--- src/rtl/pipe_hazard_ctrl_pkg.sv ---
// Shared types for the six-stage pipeline hazard controller:
// FSM states, forward-select codes and the scoreboard entry.
package pipe_hazard_ctrl_pkg;

    localparam int REG_AW_D = 3;
    localparam int CNT_W_D  = 16;

    typedef enum logic [1:0] {
        RUN   = 2'd0,
        STALL = 2'd1,
        HOLD  = 2'd2,
        FLUSH = 2'd3
    } state_t;

    localparam logic [1:0] FWD_RF = 2'd0;
    localparam logic [1:0] FWD_EX = 2'd1;
    localparam logic [1:0] FWD_MA = 2'd2;
    localparam logic [1:0] FWD_WB = 2'd3;

    typedef struct packed {
        logic                valid;
        logic [REG_AW_D-1:0] rd;
        logic                is_load;
    } sb_entry_t;

    function automatic logic sb_hit(
        input logic                used,
        input logic [REG_AW_D-1:0] rs,
        input sb_entry_t           e
    );
        return used && e.valid && (e.rd == rs);
    endfunction

    // Youngest producer wins: EX, then MA, then WB.
    function automatic logic [1:0] fwd_pick(
        input logic                rr_valid,
        input logic                used,
        input logic [REG_AW_D-1:0] rs,
        input sb_entry_t           ex,
        input sb_entry_t           ma,
        input sb_entry_t           wb
    );
        logic [1:0] sel;
        sel = FWD_RF;
        if (!rr_valid)
            sel = FWD_RF;
        else if (sb_hit(used, rs, ex))
            sel = FWD_EX;
        else if (sb_hit(used, rs, ma))
            sel = FWD_MA;
        else if (sb_hit(used, rs, wb))
            sel = FWD_WB;
        return sel;
    endfunction

endpackage

--- src/rtl/pipe_hazard_ctrl_if.sv ---
// Pipeline-facing bundle of the hazard controller: RR source info,
// EX status in, load enables / bubble / flush / forwards / counters out.
interface pipe_hazard_ctrl_if #(
    parameter int REG_AW = 3,
    parameter int CNT_W  = 16
);
    logic              rr_valid;
    logic [REG_AW-1:0] rr_rs1;
    logic [REG_AW-1:0] rr_rs2;
    logic              rr_rs1_used;
    logic              rr_rs2_used;
    logic [REG_AW-1:0] rr_rd;
    logic              rr_wr;
    logic              rr_is_load;
    logic              ex_redirect;
    logic              ex_busy;

    logic              pc_ld;
    logic              if_id_ld;
    logic              id_rr_ld;
    logic              rr_ex_bubble;
    logic              flush;
    logic [1:0]        fwd_a_sel;
    logic [1:0]        fwd_b_sel;
    logic [CNT_W-1:0]  stall_cnt;
    logic [CNT_W-1:0]  flush_cnt;

    modport master (
        output rr_valid, rr_rs1, rr_rs2, rr_rs1_used, rr_rs2_used,
        output rr_rd, rr_wr, rr_is_load, ex_redirect, ex_busy,
        input  pc_ld, if_id_ld, id_rr_ld, rr_ex_bubble, flush,
        input  fwd_a_sel, fwd_b_sel, stall_cnt, flush_cnt
    );

    modport slave (
        input  rr_valid, rr_rs1, rr_rs2, rr_rs1_used, rr_rs2_used,
        input  rr_rd, rr_wr, rr_is_load, ex_redirect, ex_busy,
        output pc_ld, if_id_ld, id_rr_ld, rr_ex_bubble, flush,
        output fwd_a_sel, fwd_b_sel, stall_cnt, flush_cnt
    );
endinterface

--- src/rtl/pipe_hazard_ctrl_sat_counter.sv ---
// Saturating up-counter with synchronous clear; sticks at all-ones.
module sat_counter #(
    parameter int CNT_W = 16
) (
    input  logic             clk,
    input  logic             clear,
    input  logic             inc,
    output logic [CNT_W-1:0] cnt
);
    always_ff @(posedge clk) begin
        if (clear)
            cnt <= '0;
        else if (inc && (cnt != '1))
            cnt <= cnt + 1'b1;
    end
endmodule

--- src/rtl/pipe_hazard_ctrl.sv ---
// Six-stage pipeline hazard controller: EX/MA/WB destination scoreboard,
// load-use stall, redirect flush, multi-cycle hold and operand forwarding.
module pipe_hazard_ctrl
    import pipe_hazard_ctrl_pkg::*;
#(
    parameter int REG_AW = REG_AW_D,
    parameter int CNT_W  = CNT_W_D
) (
    input logic               clk,
    input logic               resetn,
    pipe_hazard_ctrl_if.slave bus
);
    state_t    state;
    state_t    state_nx;
    sb_entry_t sb_ex;
    sb_entry_t sb_ma;
    sb_entry_t sb_wb;
    sb_entry_t sb_new;

    logic [REG_AW-1:0] rs1;
    logic [REG_AW-1:0] rs2;
    logic [REG_AW-1:0] rd;

    logic       load_use;
    logic       ld;
    logic       bubble;
    logic       fl;
    logic       freeze;
    logic       adv;
    logic       stall_inc;
    logic       flush_inc;
    logic [1:0] fwd_a;
    logic [1:0] fwd_b;

    assign rs1 = bus.rr_rs1;
    assign rs2 = bus.rr_rs2;
    assign rd  = bus.rr_rd;

    // RR holds a squashed instruction in FLUSH, so it cannot raise load-use.
    assign load_use = bus.rr_valid && (state != FLUSH) && sb_ex.is_load &&
                      (sb_hit(bus.rr_rs1_used, rs1, sb_ex) ||
                       sb_hit(bus.rr_rs2_used, rs2, sb_ex));

    assign fwd_a = fwd_pick(bus.rr_valid, bus.rr_rs1_used, rs1,
                            sb_ex, sb_ma, sb_wb);
    assign fwd_b = fwd_pick(bus.rr_valid, bus.rr_rs2_used, rs2,
                            sb_ex, sb_ma, sb_wb);

    always_comb begin
        state_nx  = RUN;
        ld        = 1'b1;
        bubble    = 1'b0;
        fl        = 1'b0;
        freeze    = 1'b0;
        adv       = 1'b0;
        stall_inc = 1'b0;
        flush_inc = 1'b0;
        if (!resetn) begin
            ld     = 1'b0;
            bubble = 1'b1;
            fl     = 1'b1;
        end else if (bus.ex_redirect) begin
            state_nx  = FLUSH;
            bubble    = 1'b1;
            fl        = 1'b1;
            flush_inc = 1'b1;
        end else if (bus.ex_busy) begin
            state_nx  = HOLD;
            ld        = 1'b0;
            freeze    = 1'b1;
            stall_inc = 1'b1;
        end else if (load_use) begin
            state_nx  = STALL;
            ld        = 1'b0;
            bubble    = 1'b1;
            stall_inc = 1'b1;
        end else begin
            adv = bus.rr_valid && bus.rr_wr;
        end
    end

    always_comb begin
        sb_new = '0;
        if (adv) begin
            sb_new.valid   = 1'b1;
            sb_new.rd      = rd;
            sb_new.is_load = bus.rr_is_load;
        end
    end

    always_ff @(posedge clk) begin
        if (!resetn) begin
            state <= RUN;
            sb_ex <= '0;
            sb_ma <= '0;
            sb_wb <= '0;
        end else begin
            state <= state_nx;
            if (!freeze) begin
                sb_wb <= sb_ma;
                sb_ma <= sb_ex;
                sb_ex <= sb_new;
            end
        end
    end

    assign bus.pc_ld        = ld;
    assign bus.if_id_ld     = ld;
    assign bus.id_rr_ld     = ld;
    assign bus.rr_ex_bubble = bubble;
    assign bus.flush        = fl;
    assign bus.fwd_a_sel    = resetn ? fwd_a : FWD_RF;
    assign bus.fwd_b_sel    = resetn ? fwd_b : FWD_RF;

    sat_counter #(.CNT_W(CNT_W)) u_stall_cnt (
        .clk   (clk),
        .clear (!resetn),
        .inc   (stall_inc),
        .cnt   (bus.stall_cnt)
    );

    sat_counter #(.CNT_W(CNT_W)) u_flush_cnt (
        .clk   (clk),
        .clear (!resetn),
        .inc   (flush_inc),
        .cnt   (bus.flush_cnt)
    );
endmodule

--- src/flat_wrapper.sv ---
// flat-port wrapper written by rule: the top's interface ports become plain ports
module pipe_hazard_ctrl_flat import pipe_hazard_ctrl_pkg::*;
#(
    parameter int REG_AW = REG_AW_D,
    parameter int CNT_W  = CNT_W_D
)
  (clk, resetn, bus_rr_valid, bus_rr_rs1, bus_rr_rs2, bus_rr_rs1_used, bus_rr_rs2_used, bus_rr_rd, bus_rr_wr, bus_rr_is_load, bus_ex_redirect, bus_ex_busy, bus_pc_ld, bus_if_id_ld, bus_id_rr_ld, bus_rr_ex_bubble, bus_flush, bus_fwd_a_sel, bus_fwd_b_sel, bus_stall_cnt, bus_flush_cnt);
  pipe_hazard_ctrl_if #(.REG_AW(REG_AW), .CNT_W(CNT_W)) bus_i ();
  input logic clk;
  input logic resetn;
  input wire logic [$bits(bus_i.rr_valid)-1:0] bus_rr_valid;
  input wire logic [$bits(bus_i.rr_rs1)-1:0] bus_rr_rs1;
  input wire logic [$bits(bus_i.rr_rs2)-1:0] bus_rr_rs2;
  input wire logic [$bits(bus_i.rr_rs1_used)-1:0] bus_rr_rs1_used;
  input wire logic [$bits(bus_i.rr_rs2_used)-1:0] bus_rr_rs2_used;
  input wire logic [$bits(bus_i.rr_rd)-1:0] bus_rr_rd;
  input wire logic [$bits(bus_i.rr_wr)-1:0] bus_rr_wr;
  input wire logic [$bits(bus_i.rr_is_load)-1:0] bus_rr_is_load;
  input wire logic [$bits(bus_i.ex_redirect)-1:0] bus_ex_redirect;
  input wire logic [$bits(bus_i.ex_busy)-1:0] bus_ex_busy;
  output wire logic [$bits(bus_i.pc_ld)-1:0] bus_pc_ld;
  output wire logic [$bits(bus_i.if_id_ld)-1:0] bus_if_id_ld;
  output wire logic [$bits(bus_i.id_rr_ld)-1:0] bus_id_rr_ld;
  output wire logic [$bits(bus_i.rr_ex_bubble)-1:0] bus_rr_ex_bubble;
  output wire logic [$bits(bus_i.flush)-1:0] bus_flush;
  output wire logic [$bits(bus_i.fwd_a_sel)-1:0] bus_fwd_a_sel;
  output wire logic [$bits(bus_i.fwd_b_sel)-1:0] bus_fwd_b_sel;
  output wire logic [$bits(bus_i.stall_cnt)-1:0] bus_stall_cnt;
  output wire logic [$bits(bus_i.flush_cnt)-1:0] bus_flush_cnt;
  assign bus_i.rr_valid = bus_rr_valid;
  assign bus_i.rr_rs1 = bus_rr_rs1;
  assign bus_i.rr_rs2 = bus_rr_rs2;
  assign bus_i.rr_rs1_used = bus_rr_rs1_used;
  assign bus_i.rr_rs2_used = bus_rr_rs2_used;
  assign bus_i.rr_rd = bus_rr_rd;
  assign bus_i.rr_wr = bus_rr_wr;
  assign bus_i.rr_is_load = bus_rr_is_load;
  assign bus_i.ex_redirect = bus_ex_redirect;
  assign bus_i.ex_busy = bus_ex_busy;
  assign bus_pc_ld = bus_i.pc_ld;
  assign bus_if_id_ld = bus_i.if_id_ld;
  assign bus_id_rr_ld = bus_i.id_rr_ld;
  assign bus_rr_ex_bubble = bus_i.rr_ex_bubble;
  assign bus_flush = bus_i.flush;
  assign bus_fwd_a_sel = bus_i.fwd_a_sel;
  assign bus_fwd_b_sel = bus_i.fwd_b_sel;
  assign bus_stall_cnt = bus_i.stall_cnt;
  assign bus_flush_cnt = bus_i.flush_cnt;
  pipe_hazard_ctrl #(.REG_AW(REG_AW), .CNT_W(CNT_W)) u_core (.clk(clk), .resetn(resetn), .bus(bus_i));
endmodule
--- config.mk ---
export PLATFORM = sky130hd
export DESIGN_NAME = pipe_hazard_ctrl_flat
export DESIGN_NICKNAME = d
export VERILOG_FILES = /design/src/rtl/pipe_hazard_ctrl_pkg.sv /design/src/rtl/pipe_hazard_ctrl_if.sv /design/src/rtl/pipe_hazard_ctrl_sat_counter.sv /design/src/rtl/pipe_hazard_ctrl.sv /design/src/flat_wrapper.sv
export SDC_FILE = /design/constraint.sdc
export NUM_CORES = 1
export LEC_CHECK = 0
export ABC_AREA = 1
export CAP_MARGIN = 20
export CORE_ASPECT_RATIO = 2
export CORE_MARGIN = 1.5
export CORE_UTILIZATION = 40
export CTS_BUF_LIST = sky130_fd_sc_hd__clkbuf_8
export DETAILED_ROUTE_END_ITERATION = 16
export GPL_TIMING_DRIVEN = 0
export SLEW_MARGIN = 5
export SYNTH_ARGS = -nofsm -noshare
export SYNTH_HDL_FRONTEND = slang
export SYNTH_HIERARCHICAL = 1
export SYNTH_SLANG_ARGS = --single-unit
--- constraint.sdc ---
create_clock -name clk -period 2.3 [get_ports clk]
set_input_delay 0.345 -clock clk [delete_from_list [all_inputs] [get_ports clk]]
set_output_delay 0.345 -clock clk [all_outputs]
set_load 0.01 [all_outputs]
# Yosys cells after proc, flatten, opt, wreduce, memory -nomap -nowiden
# Index checks and enable logic that the tools add are counted.
# W data, S select, Z words.
# totals
word_cells,75
output_inout_bits,41
ff_bits,47
inputBits,18
# classes
reduce_logical,19
add_sub_neg,2
n_eq_ne,9
muxes,35
# op_table
cell,count
$add A16 B1 Y16 const B,2
$ne A16 B16 Y1 const B,2
$mux W2,12
$mux W1,22
$eq A3 B3 Y1,6
$logic_and A1 B1 Y1,18
$mux W5,1
$ne A2 B2 Y1 const B,1
$logic_or A1 B1 Y1,1

# Depth between registers and ports, before layout
# Gate-level depths: netlist of run 1.
# logic_depth
ltp_word,9
depth_mapped,16
ltp_nobuf,15

# Hierarchy
# The synthesis of run 1 kept the hierarchy.
# modules_own_cells
mod,seq_area_each_um2,instances,cells_each,area_each_um2
sat_counter,320.3,2,149,929.6
pipe_hazard_ctrl,300.3,1,161,1007.2

# Worst setup path before layout of run 1
# OpenSTA, ideal clock, no wires.
# synth_path
kind,reg2reg
start,register u_core/sb_ex[2] in the netlist's numbering
end,register u_core.u_stall_cnt.cnt[13]
required_ps,2185
setup_slack_ps,470
arrival_time_ps,1715
stages_incl_launch_ff,16
path_buffers,1
synth_period_minus_slack_ps,1830
path_cell_list,dfxtp_1 > inv_1 > nand2_1 > nand2_1 > nor2_1 > nand2_2 > nand2_4 > nand2_4 > a21oi_2 > buf_2 > nand3_1 > or2_0 > nor2_1 > nand3_1 > nand2_1 > nor2_1
# synth_via
elab_chain_cells,9
# synth_lines
item,line_no,source
start: declaration,pipe_hazard_ctrl.sv:15,sb_entry_t sb_ex;
start signal: assignment,pipe_hazard_ctrl.sv:102,sb_ex <= sb_new;
$eq A3 B3 Y1,pipe_hazard_ctrl_pkg.sv:31,return used && e.valid && (e.rd == rs);
$logic_and A1 B1 Y1,pipe_hazard_ctrl_pkg.sv:31,
$logic_or A1 B1 Y1 (*),pipe_hazard_ctrl.sv:41,"(sb_hit(bus.rr_rs1_used, rs1, sb_ex) ||"
$logic_and A1 B1 Y1 (*),pipe_hazard_ctrl.sv:40,assign load_use = bus.rr_valid && (state != FLUSH) && sb_ex.is_load &&
$mux W1 (*),pipe_hazard_ctrl.sv:72,end else if (load_use) begin
$mux W1 (*),pipe_hazard_ctrl.sv:67,end else if (bus.ex_busy) begin
$mux W1 (*),pipe_hazard_ctrl.sv:62,end else if (bus.ex_redirect) begin
$mux W1 (*),pipe_hazard_ctrl.sv:58,if (!resetn) begin
named net u_core.stall_inc,pipe_hazard_ctrl.sv:30,logic stall_inc;
$logic_and A1 B1 Y1 (*),pipe_hazard_ctrl_sat_counter.sv:13,else if (inc && (cnt != '1))
end signal: assignment,pipe_hazard_ctrl_sat_counter.sv:14,cnt <= cnt + 1'b1;
end: declaration,pipe_hazard_ctrl_sat_counter.sv:8,output logic [CNT_W-1:0] cnt
# The timed path passes the listed nets; every way through them passes the cells marked *.
# A chain may end at the register's enable or synchronous reset.

# Final worst setup path of run 1
# layout_path
start,input resetn
end,output bus_fwd_b_sel[1]
# layout_via
elab_chain_cells,1
# layout_lines
item,line_no,source
start: declaration,flat_wrapper.sv:10,input logic resetn;
$mux W2,pipe_hazard_ctrl.sv:113,assign bus.fwd_b_sel = resetn ? fwd_b : FWD_RF;
end: declaration,flat_wrapper.sv:27,output wire logic [$bits(bus_i.fwd_b_sel)-1:0] bus_fwd_b_sel;
# Every way passes these cells.

==> results of run 1 <==
[placed cells by master (no fill, tap or decap), types with 3 or more instances in the layout]
cell type                         synthesis  final
sky130_fd_sc_hd__inv_2                    6      9
sky130_fd_sc_hd__nand2_4                  2      3
sky130_fd_sc_hd__o21ai_1                  7      7
sky130_fd_sc_hd__dfxtp_1                 47     43
sky130_fd_sc_hd__clkbuf_8                 0      6
sky130_fd_sc_hd__inv_1                   38     35
sky130_fd_sc_hd__buf_6                    1      3
sky130_fd_sc_hd__nor2_2                  20     24
sky130_fd_sc_hd__nand4_1                 12     12
sky130_fd_sc_hd__nand3_1                 30     30
sky130_fd_sc_hd__a21oi_1                 22     20
sky130_fd_sc_hd__nor2_4                   5      5
sky130_fd_sc_hd__nand2_2                  6      6
sky130_fd_sc_hd__nand2_1                149    148
sky130_fd_sc_hd__clkdlybuf4s50_1          0     44
sky130_fd_sc_hd__buf_4                    2      9
sky130_fd_sc_hd__nor2_1                  83     79
sky130_fd_sc_hd__nor2_8                   3      3
sky130_fd_sc_hd__dfxtp_2                  0      4
sky130_fd_sc_hd__dlygate4sd2_1            0     10
sky130_fd_sc_hd__a21oi_2                  3      4
[sequential cells by signal, indices dropped and copies added, names as in the netlist]
| signal | flops |
|---|---|
| u_core/sb_wb | 4 |
| u_core/sb_ma | 4 |
| u_core/u_flush_cnt/cnt | 16 |
| u_core/sb_ex | 5 |
| u_core/state | 2 |
| u_core/u_stall_cnt/cnt | 16 |
[layout make-up]
type / instances / area (um^2)
buffer: 8 / 68.8
clock buffer: 6 / 82.6
clock inverter: 2 / 35.0
fill: 699 / 3160
inverter: 44 / 165
multi-input combinational: 360 / 1750
sequential: 47 / 946
tap: 90 / 113
timing repair buffer: 65 / 628
[path summary, 6_finish.rpt]
| kind | cells past startpoint | slack (ns) | end | start |
|---|---|---|---|---|
| max | 7 | 0.08 | bus_fwd_b_sel[1] | resetn |
| min | 2 | 0.45 | u_core/sb_ex[0]$_SDFFE_PN0N_ | u_core/sb_ex[0]$_SDFFE_PN0N_ |
| max reg2reg | 16 | 0.16 | u_core/u_stall_cnt/cnt[13]$_SDFFE_PP0P_ | u_core/sb_ex[1]$_SDFFE_PN0N_ |
| min reg2reg | 2 | 0.45 | u_core/sb_ex[0]$_SDFFE_PN0N_ | u_core/sb_ex[0]$_SDFFE_PN0N_ |
[power by group through the flow]
stage	combinational, mW	clock, mW	sequential, mW
2_1_floorplan	0.0924	0	0.851
3_3_place_gp	0.171	0	0.851
3_5_place_dp	0.172	0	0.852
4_1_cts	0.172	0.674	0.833
5_1_grt	0.197	0.695	0.835
6_report	0.179	0.643	0.833
[what timing repair did]
action	CTS	global route
gates resized for setup	25	15
cloned	0	0
pin swaps	5	3
setup buffers	3	4
endpoints found under the setup margin	12	10
endpoints found under the hold margin	0	0
[critical path: stages]
cell                              delay, ns
sky130_fd_sc_hd__clkdlybuf4s50_1       0.51
sky130_fd_sc_hd__buf_6                 0.16
sky130_fd_sc_hd__nand2_1               0.09
sky130_fd_sc_hd__inv_1                 0.08
sky130_fd_sc_hd__nand2_1               0.05
sky130_fd_sc_hd__nor2_1                0.10
sky130_fd_sc_hd__clkdlybuf4s50_1       0.54
[logic make-up after synthesis]
| kind of cell | count (synthesis) | synth area share, % |
|---|---|---|
| xor+xnor | 2 | 0.611 |
| fa+ha+maj | 2 | 0.873 |
| simple gates | 318 | 50.5 |
| buf+inv | 52 | 7.73 |
| flops | 47 | 32.8 |
| compound gates | 38 | 7.51 |
[layer usage]
metal | vias up | wire, um | part of all wire (%)
met3 | 24 | 248 | 3.1
met5 | - | 0 | 0
met1 | 1374 | 2780 | 35
li1 | 1580 | - | -
met2 | 79 | 4590 | 57
met4 | 0 | 373 | 4.7
==> summary.md, run 1 <==
STA
- Slew Limit Headroom: 70.8%
- transition time at the pin with the least slew margin: 0.436 ns
- Fin Hold WS: 0.454 ns
- max-slew violation count: 0
- upper clock frequency limit: 450 MHz
- Hold Fails Final Rpt: 0
- final total negative setup slack: 0 ns
- Final period util: 96.6%
- largest clock skew in the final design: 0.00592 ns
- Final Critical Period: 2.22 ns
- minimum setup slack in the final design: 0.0782 ns
- final setup violation count: 0

Die
- Rows: 43
- area inside the core boundary: 0.00694 mm^2
- floorplan die height: 123 um
- initial core utilization: 41.3%
- top-level I/O count: 59
- width of the die: 62.9 um
- area of the die: 0.00771 mm^2

Layout
- number of diodes: 0
- Final Cell Area: 0.00378 mm^2
- area added between synthesis and finish: 32.0%
- fraction of layout instances using a drive strength above 1: 16.7%
- number of nets in the finished design: 551
- filler-free cell count of the finished design: 622
- share of the core filled with cells: 54.5%

Min path
- HP Class: register to register

Outcome
- status: finished clean

Synth
- biggest area consumer among synthesized cells: sky130_fd_sc_hd__dfxtp_1
- count of distinct cell types in the synthesized netlist: 30
- count of state elements after synthesis: 47
- number of nets produced by synthesis: 479
- main area contributors after synthesis: sky130_fd_sc_hd__dfxtp_1 (33%), sky130_fd_sc_hd__nand2_1 (20%), sky130_fd_sc_hd__nor2_1 (11%)
- average footprint of a synthesized cell: 6.25 um^2
- area share of the leading cell type in the synthesized netlist: 32.8%
- top cells by count, synth: sky130_fd_sc_hd__nand2_1 (149), sky130_fd_sc_hd__nor2_1 (83), sky130_fd_sc_hd__dfxtp_1 (47), sky130_fd_sc_hd__inv_1 (38), sky130_fd_sc_hd__nand3_1 (30)
- synthesized netlist cell count: 459
- Synthesis Warnings: 6
- share of the yosys chip area belonging to registers: 32.8%
- FFs w/ async S/R, synth: 0%
- most repeated cell in the gate-level netlist after synthesis: sky130_fd_sc_hd__nand2_1
- Main synth FF type: sky130_fd_sc_hd__dfxtp_1
- number of enable-type register cells in the synthesized netlist: 0
- mapped cell area: 0.00287 mm^2

Pwr
- highest ir drop seen on vdd: 0.254 mV
- total internal power: 1.26 mW
- power share of the clock group: 38.9%
- combinational cell fraction of total power: 10.8%
- power density over the cells: 437 mW/mm^2
- switching component of the power: 399 uW
- switch share: 24.1%
- Design Power: 1.65 mW
- Sequential Power Share: 50.3%
- leakage power: 1.58 nW

Placement
- Cell Area, Placed: 0.00356 mm^2
- placement-stage worst setup slack: -0.560 ns
- quantity of I/O buffers inserted on ports: 58
- Placer Congestion: 0.944
- number of placed cells counting well taps: 607
- HPWL after detailed placement: 6300 um

Clocking
- Num CTS Buffers: 5
- CTS Hold Buffers Added: 0
- maximum count of clock buffers along a single path: 2
- Clk Tree Root Cell: sky130_fd_sc_hd__clkbuf_8
- H-tree level count: 2
- number of sinks handled by clock tree synthesis: 47
- clock-pin slew of the registers on the worst-case setup and hold paths: 0.09 ns
- TritonCTS clock tree: yes
- source-to-sink clock delay at the later pin of the worst-skew pair: 0.30 ns

Drt
- initial drt markers: 166
- Remaining DRCs: 0
- via total after detailed routing: 3057
- routed wire length: 7990 um
- Routed wire per std cell: 12.8 um
- number of nets with antenna violations after detailed routing: 0
- average vias per placed instance: 4.91
- detailed-router iteration count before antenna repair: 4

Global route
- Global Route met1 Usage: 20.5%
- global-route wire length before repair: 13200 um
- gr busiest metal: met2
- met2 track utilization from global routing: 43.9%
- maximum number of pins on one net before global-route repair: 15
- met3 track demand over resource: 2.66%
- Total GRT Usage: 21.8%
- number of global-route vias before repair: 2924
- sum of overflow across all layers after global routing: 0
- initial antenna violation count: 0

Setup path
- critical path start-end classification: primary input to primary output
- critical-path maximum fanout: 10
- CP startpoint kind: primary input
- data required time at the worst endpoint: 1.96 ns
- Crit. End Element: primary output
- Critical Path AT: 1.88 ns

Job
- max-capacitance violation count: 0

No activity file was read; power rests on OpenSTA's default activity.
==> run 2, diff against run 1 <==
--- a/config.mk
+++ b/config.mk
@@ -8,7 +8,6 @@
 export ABC_AREA = 1
 export CAP_MARGIN = 20
 export CORE_ASPECT_RATIO = 2
-export CORE_MARGIN = 1.5
 export CORE_UTILIZATION = 40
 export CTS_BUF_LIST = sky130_fd_sc_hd__clkbuf_8
 export DETAILED_ROUTE_END_ITERATION = 16
==> summary.md, run 2 (synthesized netlist as in run 1, its figures left out) <==
Drt
- initial drt markers: 110, was 166
- routed wire length: 7850 um, was 7990 um
- Routed wire per std cell: 12.7 um, was 12.8 um
- Remaining DRCs: 0, unchanged
- via total after detailed routing: 3046, was 3057
- number of nets with antenna violations after detailed routing: 0, unchanged
- detailed-router iteration count before antenna repair: 4, unchanged
- average vias per placed instance: 4.92, was 4.91

Setup path
- Crit. End Element: primary output, unchanged
- critical-path maximum fanout: 4, was 10
- Most Frequent Cell on Critical Path: sky130_fd_sc_hd__nand2_1
- critical path start-end classification: register to primary output, was primary input to primary output
- logic depth of the worst register-to-register path: 16, unchanged
- slowest stage delay, CP: 0.55 ns, was 0.54 ns
- CP startpoint kind: register, was primary input
- reg-to-reg slack, setup: 0.19 ns, was 0.16 ns
- launch point of the critical path: u_core/sb_ma[1]$_SDFFE_PN0N_, was resetn
- data required time at the worst endpoint: 1.96 ns, about the same
- Reg2Reg Launch Point: u_core/sb_ex[3]$_SDFFE_PN0N_, was u_core/sb_ex[1]$_SDFFE_PN0N_
- cell with the largest stage delay on the worst path: sky130_fd_sc_hd__clkdlybuf4s50_1, unchanged
- capturing element of the worst setup path: bus_fwd_b_sel[0], was bus_fwd_b_sel[1]
- Critical Path AT: 1.86 ns, was 1.88 ns
- cell-by-cell trace of the critical path: inv_1 > nor2_1 > nor3_2 > nand2_1 > nand2_1 > a21oi_1 > clkdlybuf4s50_1, was clkdlybuf4s50_1 > buf_6 > nand2_1 > inv_1 > nand2_1 > nor2_1 > clkdlybuf4s50_1
- critical register-to-register path endpoint: u_core/u_stall_cnt/cnt[13]$_SDFFE_PP0P_, unchanged

Layout
- number of diodes: 0, unchanged
- fraction of layout instances using a drive strength above 1: 15.7%, was 16.7%
- most common cell after layout, fill and taps aside: sky130_fd_sc_hd__nand2_1, unchanged
- leading cell types in the layout, fill and taps excluded: sky130_fd_sc_hd__nand2_1 (148), sky130_fd_sc_hd__nor2_1 (80), sky130_fd_sc_hd__dfxtp_1 (44), sky130_fd_sc_hd__clkdlybuf4s50_1 (43), sky130_fd_sc_hd__inv_1 (35), was sky130_fd_sc_hd__nand2_1 (148), sky130_fd_sc_hd__nor2_1 (79), sky130_fd_sc_hd__clkdlybuf4s50_1 (44), sky130_fd_sc_hd__dfxtp_1 (43), sky130_fd_sc_hd__inv_1 (35)
- area added between synthesis and finish: 30.1%, was 32.0%
- share of the core filled with cells: 53.7%, was 54.5%
- filler-free cell count of the finished design: 619, was 622
- number of nets in the finished design: 548, was 551
- Top Registers: u_core/u_flush_cnt/cnt (16), u_core/u_stall_cnt/cnt (16), u_core/sb_ex (5), unchanged

Pwr
- highest ir drop seen on vdd: 0.290 mV, was 0.254 mV
- power density over the cells: 403 mW/mm^2, was 437 mW/mm^2
- leakage power: 1.58 nW, about the same
- Design Power: 1.50 mW, was 1.65 mW

STA
- Hold Fails Final Rpt: 0, unchanged
- max-slew violation count: 0, unchanged
- RSZ-0062 raised after global routing: no
- final total negative setup slack: 0 ns, unchanged
- Slew Limit Headroom: 77.6%, was 70.8%
- Final period util: 95.7%, was 96.6%
- upper clock frequency limit: 454 MHz, was 450 MHz
- transition time at the pin with the least slew margin: 0.335 ns, was 0.436 ns
- largest clock skew in the final design: 0.00487 ns, was 0.00592 ns
- final setup violation count: 0, unchanged
- Final Critical Period: 2.20 ns, was 2.22 ns
- minimum setup slack in the final design: 0.0981 ns, was 0.0782 ns

Die
- floorplan die height: 122 um, was 123 um
- area inside the core boundary: 0.00694 mm^2, unchanged
- area of the die: 0.00753 mm^2, was 0.00771 mm^2
- top-level I/O count: 59, unchanged
- initial core utilization: 41.3%, unchanged
- Rows: 43, unchanged
- width of the die: 61.9 um, was 62.9 um

Clocking
- source-to-sink clock delay at the later pin of the worst-skew pair: 0.31 ns, was 0.30 ns
- TritonCTS clock tree: yes, unchanged
- Num CTS Buffers: 5, unchanged
- H-tree level count: 2, unchanged
- maximum count of clock buffers along a single path: 2, unchanged
- number of sinks handled by clock tree synthesis: 47, unchanged
- Clk Tree Root Cell: sky130_fd_sc_hd__clkbuf_8, unchanged
- CTS Hold Buffers Added: 0, unchanged
- clock-pin slew of the registers on the worst-case setup and hold paths: 0.09 ns, about the same

Global route
- Total GRT Usage: 22.3%, was 21.8%
- maximum number of pins on one net before global-route repair: 15, unchanged
- global-route wire length before repair: 12400 um, was 13200 um
- sum of overflow across all layers after global routing: 0, unchanged
- number of global-route vias before repair: 2778, was 2924
- initial antenna violation count: 0, unchanged

Placement
- placement-stage worst setup slack: -0.549 ns, was -0.560 ns
- quantity of I/O buffers inserted on ports: 58, unchanged
- HPWL after detailed placement: 6230 um, was 6300 um
- number of placed cells counting well taps: 607, unchanged
- Placer Congestion: 0.954, was 0.944

Job
- max-capacitance violation count: 0, unchanged

Min path
- HP Class: register to register, unchanged

Outcome
- status: finished clean, unchanged

## run 2: cell types whose count changed in the layout (fill, tap and decap cells not counted), sizes merged
cell and change:
buf -2, bufinv -1, clkbuf -1, clkdlybuf4s15 -2, clkdlybuf4s50 -1, clkinv +2
dlymetal6s2s +2
## run 2: area by class of cell
type / instances / area [um^2]
buffer: 8 / 68.8
clock buffer: 5 / 68.8
clock inverter: 3 / 15.0
fill: 741 / 3210
inverter: 44 / 165
multi-input combinational: 360 / 1740
sequential: 47 / 950
tap: 90 / 113
timing repair buffer: 62 / 606
## run 2: power breakdown
part | internal (mW) | switching, mW | total (mW)
Combinational | 0.0786 | 0.0981 | 0.177
Sequential | 0.821 | 0.0102 | 0.831
Clock | 0.209 | 0.286 | 0.495
Total | 1.11 | 0.395 | 1.50
## run 2: worst min-delay path by stage
stage,from,end,slack (ns),depth (start not counted)
after floorplan,u_core/sb_ex[0]$_SDFFE_PN0N_,u_core/sb_ex[0]$_SDFFE_PN0N_,0.43,2
after global placement,u_core/sb_ex[0]$_SDFFE_PN0N_,u_core/sb_ex[0]$_SDFFE_PN0N_,0.45,2
after detailed placement,u_core/sb_ex[0]$_SDFFE_PN0N_,u_core/sb_ex[0]$_SDFFE_PN0N_,0.45,2
after CTS,u_core/sb_ex[0]$_SDFFE_PN0N_,u_core/sb_ex[0]$_SDFFE_PN0N_,0.47,2
after global routing,u_core/sb_ex[0]$_SDFFE_PN0N_,u_core/sb_ex[0]$_SDFFE_PN0N_,0.49,2
final,u_core/sb_ex[0]$_SDFFE_PN0N_,u_core/sb_ex[0]$_SDFFE_PN0N_,0.46,2
## run 2: layer usage
metal / track usage, % / up-vias / part of all wire [%]
met5: 0 / - / 0
met1: 21.1 / 1373 / 36
met2: 42.5 / 77 / 57
met4: 11.8 / 0 / 3.9
li1: - / 1579 / -
met3: 2.97 / 17 / 3.2
## run 2: stage by stage
stage | area [um^2] | hold WS [ns]
2_1_floorplan | 2870 | 0.426
3_3_place_gp | 3560 | 0.445
3_5_place_dp | 3560 | 0.451
4_1_cts | 3680 | 0.468
5_1_grt | 3730 | 0.494
6_report | 3730 | 0.464
## run 2: timing repair
action / 4_1_cts / 5_1_grt
setup endpoints to repair: 10 / 11
buffers inserted: 3 / 1
resized for setup: 23 / 15
pin swaps: 4 / 2
## run 2: critical path: cells and delay by family (launching register included)
kind / cells / cell delay [ns]
compound gates: 1 / 0.13
buf+inv: 2 / 0.68
flops: 1 / 0.42
simple gates: 4 / 0.33
